### src/rtl/keypad_entry.sv
`timescale 1ns/1ps
// keypad_entry: 4x4 active-low keypad scanner, debouncer and BCD time entry.
// Optional macro KEYPAD_REPEAT_EN: held digit/backspace keys auto-repeat.
//
// Ports:
//   clk        system clock
//   rst_n      synchronous active-low reset
//   row_in     keypad rows, active-low (pulled up)
//   col_out    column strobe, active-low one-hot
//   entry_en   1 = entry buffer accepts edits
//   key_valid  one-cycle pulse per accepted key
//   key_code   code of last accepted key
//   hr_t..min_s entry digits 3..0 (hr_t leftmost)
//   entry_done one-cycle pulse, entry committed
//   entry_err  one-cycle pulse, entry rejected
module keypad_entry #(
  parameter logic [15:0] SCAN_DIV       = 16'd5000,
  parameter logic [3:0]  DEBOUNCE_SCANS = 4'd4,
  parameter logic [7:0]  REPEAT_SCANS   = 8'd50
) (
  input  logic       clk,
  input  logic       rst_n,
  input  logic [3:0] row_in,
  output logic [3:0] col_out,
  input  logic       entry_en,
  output logic       key_valid,
  output logic [3:0] key_code,
  output logic [3:0] hr_t,
  output logic [3:0] hr_s,
  output logic [3:0] min_t,
  output logic [3:0] min_s,
  output logic       entry_done,
  output logic       entry_err
);

  typedef enum logic [1:0] {
    IDLE,
    DEBOUNCE,
    HELD
  } state_t;

  function automatic logic [3:0] key_map(
    input logic [3:0] pos
  );
    logic [3:0] k;
    case (pos)
      4'h0: k = 4'h1;
      4'h1: k = 4'h2;
      4'h2: k = 4'h3;
      4'h3: k = 4'hA;
      4'h4: k = 4'h4;
      4'h5: k = 4'h5;
      4'h6: k = 4'h6;
      4'h7: k = 4'hB;
      4'h8: k = 4'h7;
      4'h9: k = 4'h8;
      4'hA: k = 4'h9;
      4'hB: k = 4'hC;
      4'hC: k = 4'hE;
      4'hD: k = 4'h0;
      4'hE: k = 4'hF;
      4'hF: k = 4'hD;
    endcase
    return k;
  endfunction

  logic [15:0] div_cnt;
  logic [1:0]  col;
  logic [1:0]  col_nx;
  logic        slot_end;

  // per-scan accumulators; count saturates at 2 (= "many")
  logic [1:0]  acc_n;
  logic [3:0]  acc_code;
  logic [1:0]  scan_n;
  logic [3:0]  scan_code;
  logic        eval;

  logic [3:0]  pressed;
  logic [2:0]  hits;
  logic [1:0]  hits_sat;
  logic [1:0]  row_idx;
  logic [2:0]  sum;
  logic [1:0]  sum_sat;
  logic [3:0]  next_code;

  state_t      state;
  logic [3:0]  cnt;
  logic [3:0]  cnt_nx;
  logic [3:0]  cand;

`ifdef KEYPAD_REPEAT_EN
  logic [7:0]  rpt;
  logic [7:0]  rpt_nx;
  logic        rpt_key;
  assign rpt_nx  = rpt + 8'd1;
  assign rpt_key = (cand <= 4'd9) || (cand == 4'hB);
`endif

  assign slot_end = (div_cnt == SCAN_DIV - 16'd1);
  assign col_nx   = col + 2'd1;
  assign cnt_nx   = cnt + 4'd1;

  always_comb begin
    pressed = ~row_in;
    hits = {2'b0, pressed[0]} + {2'b0, pressed[1]}
         + {2'b0, pressed[2]} + {2'b0, pressed[3]};
    hits_sat = (hits > 3'd1) ? 2'd2 : hits[1:0];
    row_idx = 2'd0;
    if (pressed[0])      row_idx = 2'd0;
    else if (pressed[1]) row_idx = 2'd1;
    else if (pressed[2]) row_idx = 2'd2;
    else if (pressed[3]) row_idx = 2'd3;
    sum = {1'b0, acc_n} + {1'b0, hits_sat};
    sum_sat = (sum > 3'd1) ? 2'd2 : sum[1:0];
    next_code = (hits == 3'd1) ? key_map({row_idx, col})
                               : acc_code;
  end

  // column strobe and row sampling
  always_ff @(posedge clk) begin
    if (!rst_n) begin
      div_cnt   <= 16'd0;
      col       <= 2'd0;
      col_out   <= 4'b1110;
      acc_n     <= 2'd0;
      acc_code  <= 4'd0;
      scan_n    <= 2'd0;
      scan_code <= 4'd0;
      eval      <= 1'b0;
    end else begin
      eval <= 1'b0;
      if (slot_end) begin
        div_cnt <= 16'd0;
        col     <= col_nx;
        col_out <= ~(4'b0001 << col_nx);
        if (col == 2'd3) begin
          scan_n    <= sum_sat;
          scan_code <= next_code;
          acc_n     <= 2'd0;
          acc_code  <= 4'd0;
          eval      <= 1'b1;
        end else begin
          acc_n    <= sum_sat;
          acc_code <= next_code;
        end
      end else begin
        div_cnt <= div_cnt + 16'd1;
      end
    end
  end

  // debounce FSM, one evaluation per full scan
  always_ff @(posedge clk) begin
    if (!rst_n) begin
      state     <= IDLE;
      cnt       <= 4'd0;
      cand      <= 4'd0;
      key_valid <= 1'b0;
      key_code  <= 4'd0;
`ifdef KEYPAD_REPEAT_EN
      rpt       <= 8'd0;
`endif
    end else begin
      key_valid <= 1'b0;
      if (eval) begin
        case (state)
          IDLE: begin
            if (scan_n == 2'd1) begin
              cand <= scan_code;
              cnt  <= 4'd1;
              if (DEBOUNCE_SCANS <= 4'd1) begin
                key_valid <= 1'b1;
                key_code  <= scan_code;
                state     <= HELD;
`ifdef KEYPAD_REPEAT_EN
                rpt       <= 8'd0;
`endif
              end else begin
                state <= DEBOUNCE;
              end
            end
          end
          DEBOUNCE: begin
            if (scan_n == 2'd1 && scan_code == cand) begin
              cnt <= cnt_nx;
              if (cnt_nx >= DEBOUNCE_SCANS) begin
                key_valid <= 1'b1;
                key_code  <= cand;
                state     <= HELD;
`ifdef KEYPAD_REPEAT_EN
                rpt       <= 8'd0;
`endif
              end
            end else begin
              state <= IDLE;
            end
          end
          HELD: begin
            if (scan_n == 2'd0) begin
              state <= IDLE;
            end
`ifdef KEYPAD_REPEAT_EN
            else if (rpt_key) begin
              if (rpt_nx >= REPEAT_SCANS) begin
                rpt       <= 8'd0;
                key_valid <= 1'b1;
                key_code  <= cand;
              end else begin
                rpt <= rpt_nx;
              end
            end
`endif
          end
          default: state <= IDLE;
        endcase
      end
    end
  end

  logic is_digit;
  logic is_bksp;
  logic is_clr;
  logic is_enter;
  logic time_ok;

  assign is_digit = (key_code <= 4'd9);
  assign is_bksp  = (key_code == 4'hB);
  assign is_clr   = (key_code == 4'hC);
  assign is_enter = (key_code == 4'hF);
  assign time_ok  = (min_t <= 4'd5) && (hr_t <= 4'd2);

  // entry buffer, acts the cycle after key_valid
  always_ff @(posedge clk) begin
    if (!rst_n) begin
      hr_t       <= 4'd0;
      hr_s       <= 4'd0;
      min_t      <= 4'd0;
      min_s      <= 4'd0;
      entry_done <= 1'b0;
      entry_err  <= 1'b0;
    end else begin
      entry_done <= 1'b0;
      entry_err  <= 1'b0;
      if (key_valid && entry_en) begin
        unique case (1'b1)
          is_digit: begin
            hr_t  <= hr_s;
            hr_s  <= min_t;
            min_t <= min_s;
            min_s <= key_code;
          end
          is_bksp: begin
            min_s <= min_t;
            min_t <= hr_s;
            hr_s  <= hr_t;
            hr_t  <= 4'd0;
          end
          is_clr: begin
            hr_t  <= 4'd0;
            hr_s  <= 4'd0;
            min_t <= 4'd0;
            min_s <= 4'd0;
          end
          is_enter: begin
            if (time_ok) entry_done <= 1'b1;
            else         entry_err  <= 1'b1;
          end
          default: ;
        endcase
      end
    end
  end

endmodule

### config.mk
export PLATFORM = sky130hd
export DESIGN_NAME = keypad_entry
export DESIGN_NICKNAME = d
export VERILOG_FILES = /design/src/rtl/keypad_entry.sv
export SDC_FILE = /design/constraint.sdc
export NUM_CORES = 1
export LEC_CHECK = 0
export BUFFER_PORTS_ARGS = -buffer_cell sky130_fd_sc_hd__buf_4
export CAP_MARGIN = 20
export CORE_AREA = 10 10 89 91
export DETAILED_ROUTE_END_ITERATION = 8
export DIE_AREA = 0 0 99 101
export GPL_TIMING_DRIVEN = 0
export PLACE_DENSITY = 0.78
export SYNTH_ARGS = -nofsm -noshare
export SYNTH_HDL_FRONTEND = slang
export SYNTH_SLANG_ARGS = --single-unit
### constraint.sdc
create_clock -name clk -period 5.6 [get_ports clk]
set_input_delay 1.68 -clock clk [delete_from_list [all_inputs] [get_ports clk]]
set_output_delay 1.68 -clock clk [all_outputs]
set_load 0.01 [all_outputs]
Word-level counts from Yosys, hierarchy flattened

Memory sizes are Yosys's and may differ from the RTL's.
Index checks and enable logic that the tools add are counted.

Add/sub/neg operators: 7
Order comparisons: 6
Eq/ne operators: 14
Shift operators: 1
Muxes and demuxes: 25
Bitwise gates (word level): 3
Reduce and logical (&&, ||, !) cells: 20

Operator list:

| operator                | count |
|---|---|
| $pmux W4 S3             | 3 |
| $mux W2                 | 11 |
| $add A16 B1 Y16 const B | 1 |
| $eq A16 B13 Y1 const B  | 1 |
| $mux W4                 | 4 |
| $pmux W4 S2             | 2 |
| $reduce_and A4 Y1       | 4 |
| $eq A4 B4 Y1 const B    | 3 |
| $not A4 Y4              | 2 |
| $reduce_and A2 Y1       | 4 |
| $gt A3 B1 Y1 const B    | 2 |
| $ne A2 B2 Y1 const B    | 3 |
| $pmux W2 S3             | 1 |
| $reduce_and A3 Y1       | 2 |
| $add A4 B1 Y4 const B   | 1 |
| $eq A2 B1 Y1 const B    | 2 |
| $eq A2 B2 Y1 const B    | 2 |
| $eq A4 B4 Y1            | 1 |
| $ge A4 B3 Y1 const B    | 1 |
| $le A4 B2 Y1 const B    | 1 |
| $le A4 B3 Y1 const B    | 1 |
| $le A4 B4 Y1 const B    | 1 |
| $logic_not A2 Y1        | 2 |
| $mux W1                 | 4 |
| other kinds (13)        | 17 |

Flip-flop bits (word level): 68
Memory bits (read-only): 64
Bits of input ports: 7
Output and inout port bits: 27
Logic and storage cells: 96
Memories: 1

Memories:

| name            | words | bits a word | read ports | clocked after Yosys merged registers in | wr ports | RTL line | source |
|---|---|---|---|---|---|---|---|
| (no name shown) | 16    | 4           | 1          | 0                                       | 0        | 46       | `case (pos)` |

Depth between registers and ports, before layout

Word-level depth: 10
Depth in mapped cells: 15
Mapped depth without buffers: 14

Worst setup path before layout

OpenSTA, ideal clock, no wires.

Path kind: in2reg
Start point: input row_in[0]
End point: register scan_n[0]
Arrival time: 4590 ps
Required time: 5529 ps
Setup slack: 939 ps
Cell stages on the path: 14
Path buffers: 1
Cell sequence: fa_1 -> inv_1 -> ha_1 -> inv_1 -> ha_1 -> or3b_2 -> clkbuf_1 -> inv_1 -> ha_1 -> inv_1 -> fa_1 -> nand3_1 -> or3_1 -> a21oi_1

Cells in the longest elaborated chain, start to end: 9

Ends and longest elaborated chain:

| what                   | RTL line | source |
|---|---|---|
| start: declaration     | 23       | `input logic [3:0] row_in,` |
| $not A4 Y4 *           | 105      | `pressed = ~row_in;` |
| $add A1 B1 Y2 *        | 106      | `hits = {2'b0, pressed[0]} + {2'b0, pressed[1]}` |
| $add A2 B1 Y3 *        | 107      | `+ {2'b0, pressed[2]} + {2'b0, pressed[3]};` |
| $add A3 B1 Y3 *        | 107      |  |
| $gt A3 B1 Y1           | 108      | `hits_sat = (hits > 3'd1) ? 2'd2 : hits[1:0];` |
| $mux W2 *              | 108      |  |
| $add A2 B2 Y3 *        | 114      | `sum = {1'b0, acc_n} + {1'b0, hits_sat};` |
| $gt A3 B1 Y1           | 115      | `sum_sat = (sum > 3'd1) ? 2'd2 : sum[1:0];` |
| $mux W2 *              | 115      |  |
| end signal: assignment | 138      | `scan_n <= sum_sat;` |
| end: declaration       | 75       | `logic [1:0] scan_n;` |

Mark *: on every way between the ends. The rest lies on a longest branch, timed or not.
A chain may end at the register's enable or synchronous reset.

Final worst setup path

Same ends and word-level chain as after synthesis.

==> impl_metrics.env <==
export IMPL_nNetsFinal=452
export IMPL_area_growth_pct=18.0
export IMPL_hold_viol_final=0
export IMPL_dieArea_um2=10000
export IMPL_netSwitchingPower_w=0.000236
export IMPL_grt_start_max_net_pins=14
export IMPL_drv_cap=0
export IMPL_via_per_inst=5.82
export IMPL_fin_skew_ns=0.00874
export IMPL_path_class="in2reg"
export IMPL_synth_ff_type="dfxtp_1"
export IMPL_synth_edf_count=0
export IMPL_vias=2981
export IMPL_status="finished clean"
export IMPL_avgSynthCellArea_um2=8.53
export IMPL_final_max_slew_viol_count=0
export IMPL_clock_power_share=0.483
export IMPL_core_um2=6200
export IMPL_clock_path_buffers=2
export IMPL_min_period_ns=4.69
export IMPL_syn_nets=408
export IMPL_path_clk_slew_ns=0.08
export IMPL_grt_met1_usage=0.193
export IMPL_reg2reg_depth=6
export IMPL_leakage_nw=1.61
export IMPL_post_dp_cell_area_um2=3640
export IMPL_rows=29
export IMPL_diodes=0
export IMPL_swShare=0.228
export IMPL_wl_per_cell_um=15.5
export IMPL_reg2reg_slack_ns=3.36
export IMPL_yosysTopAreaCell="dfxtp_1"
export IMPL_fillCellCount=538
export IMPL_worst_hold_path_num_cells=1
export IMPL_p_int_w=0.000801
export IMPL_worst_path_max_fanout=7
export IMPL_ys_seq_area_frac=0.413
export IMPL_netlist_instances=386
export IMPL_p_seq_frac=0.469
export IMPL_worstPathRequired_ns=5.87
export IMPL_htreeDepth=3
export IMPL_fin_util=0.626
export IMPL_cts_root_buf="clkbuf_8"
export IMPL_drtPass1Iterations=4
export IMPL_hpwl_um=5640
export IMPL_ys_ff_latch=68
export IMPL_cp_end_kind="flip-flop"
export IMPL_routed_wirelength_um=7930
export IMPL_antenna_found_initial=0
export IMPL_finalInstanceArea_um2=3880
export IMPL_cellPowerDensity_nw_per_um2=267
export IMPL_gr_max_usage_layer="met2"
export IMPL_fin_crit_sh=0.837
export IMPL_io_buffers=33
export IMPL_ys_types=52
export IMPL_yosysMostFrequentCell="dfxtp_1"
export IMPL_cts_sinks=68
export IMPL_yosysWarnings=0
export IMPL_grt_usage=0.162
export IMPL_fin_tns_setup_ns=0
export IMPL_drt_iter0_drc=172
export IMPL_start_kind="input pin"
export IMPL_relSlewSlack=0.504
export IMPL_die_y_um=101
export IMPL_grt_pass1_vias=3001
export IMPL_use_met3=0.0501
export IMPL_netlist_area_um2=3290
export IMPL_drc=0
export IMPL_r2r_end="acc_code[0]"
export IMPL_setup_ws_ns=0.910
export IMPL_cp_startpoint="row_in[0]"
export IMPL_hp_class="reg2reg"
export IMPL_numCtsBuffers=9
export IMPL_drive_above_1_share=0.133
export IMPL_synthArstFlopShare=0
export IMPL_grt_overflow_total=0
export IMPL_grt_setup_unrepaired="false"
export IMPL_synth_commonest_cells="68 x dfxtp_1, 49 x nor2_1, 28 x o21ai_0"
export IMPL_ctsResizeCount=0
export IMPL_cts_tree="built"
export IMPL_grt_pass1_wl_um=13700
export IMPL_worstMarginPinSlew_ns=0.737
export IMPL_worstPathArrival_ns=4.96
export IMPL_yosys_top_cells_area="dfxtp_1 41%, nor2_1 5.6%, ha_1 4.9%"
export IMPL_hold_path_endpoint="div_cnt[0]"
export IMPL_yosys_area_top_type_share=0.413
export IMPL_hold_start="div_cnt[0]"
export IMPL_rr_startpoint="div_cnt[13]"
export IMPL_comb_power_share=0.048
export IMPL_ir_drop_mv=0.167
export IMPL_dp_slack_ns=0.549
export IMPL_dieWidth_um=99
export IMPL_setup_viol=0
export IMPL_whs_ns=0.465
export IMPL_ant_nets=0
export IMPL_start_util=0.531
export IMPL_use_met2=0.264
export IMPL_ios=34
export IMPL_clock_latency_ns=0.35
export IMPL_postCtsHoldBufs=0
export IMPL_cts_setup_buffers=0
export IMPL_clock_fmax_mhz=213
export IMPL_gp_congestion=0.858
[state kept, by name (all words and copies together), names as in the netlist]
signal	flops
div_cnt	16
acc_code	4
cand	4
cnt	4
col_out	4
hr_s	4
hr_t	4
key_code	4
min_s	4
min_t	4
scan_code	4
acc_n	2
col	2
scan_n	2
state	2
entry_done	1
entry_err	1
eval	1
key_valid	1
[power by group through the flow]
stage	clock (W)	combinational (W)	sequential, W
finish	0.000502	0.0000497	0.000486
CTS	0.000505	0.0000500	0.000486
detailed placement	0	0.0000500	0.000498
global placement	0	0.0000481	0.000498
floorplan	0	0.0000327	0.000497
global route	0.000528	0.0000570	0.000487
[routing by layer]
layer,part of all wire,wire (um),up-vias
li1,-,-,1468
met1,0.44,3480,1404
met2,0.48,3850,98
met3,0.064,505,11
met4,0.012,97,0
met5,0,0,-
[layout by cell type (no fill, tap or decap), types with 3 or more instances in the layout]
master and instances:
a21oi_1 22, a221oi_1 9, a22oi_1 5, a31oi_1 4, and2_1 3, and3_1 6
and3b_1 3, and4_1 4, buf_4 33, bufinv_16 3, clkbuf_1 17, clkbuf_8 9
dfxtp_1 68, ha_1 13, inv_1 17, mux2i_1 9, nand2_1 27, nand2b_1 5
nand3_1 17, nand4_1 3, nor2_1 49, nor3_1 10, nor3b_1 3, o211ai_1 8
o21ai_0 28, or3_1 3, xnor2_1 9, xor2_1 9
[critical path, cell delays in order]
cell      delay (ns)
buf_4           0.14
fa_1            0.53
inv_1           0.04
ha_1            0.18
inv_1           0.06
ha_1            0.22
or3b_2          0.45
clkbuf_1        0.20
inv_1           0.20
ha_1            0.18
inv_1           0.05
fa_1            0.49
nand3_1         0.09
or3_1           0.31
a21oi_1         0.14
[stage by stage]
| stage | total power (W) | std cells |
|---|---|---|
| detailed placement | 0.000548 | 496 |
| global route | 0.00107 | 512 |
| CTS | 0.00104 | 512 |
| floorplan | 0.000530 | 386 |
| global placement | 0.000546 | 496 |
| finish | 0.00104 | 512 |
[final cells by class]
cell class | instances | area, um2 | area share
multi-input combinational | 281 | 1780 | 0.459
sequential | 68 | 1360 | 0.350
timing repair buffer | 33 | 248 | 0.0638
clock buffer | 9 | 124 | 0.0319
clock inverter | 7 | 124 | 0.0319
tap | 77 | 96.3 | 0.0248
buffer | 20 | 85.1 | 0.0219
inverter | 17 | 63.8 | 0.0164
[logic make-up after synthesis]
logic type	after synthesis	synth area share
flops	68	0.413
mux	10	0.0308
compound gates	93	0.181
buf+inv	37	0.0452
simple gates	145	0.220
fa+ha+maj	15	0.0616
xor+xnor	18	0.0479
[how the worst max path moves through the flow]
stage / endpoint / slack [ns] / cells after the start
5_1_grt: scan_n[0] / 0.71 / 15
3_5_place_dp: scan_n[0] / 0.55 / 15
3_3_place_gp: scan_n[0] / 0.58 / 15
6_report: scan_n[0] / 0.91 / 15
4_1_cts: scan_n[0] / 0.91 / 15
2_1_floorplan: scan_n[0] / 0.94 / 14
(Power assumes the default switching activity.)
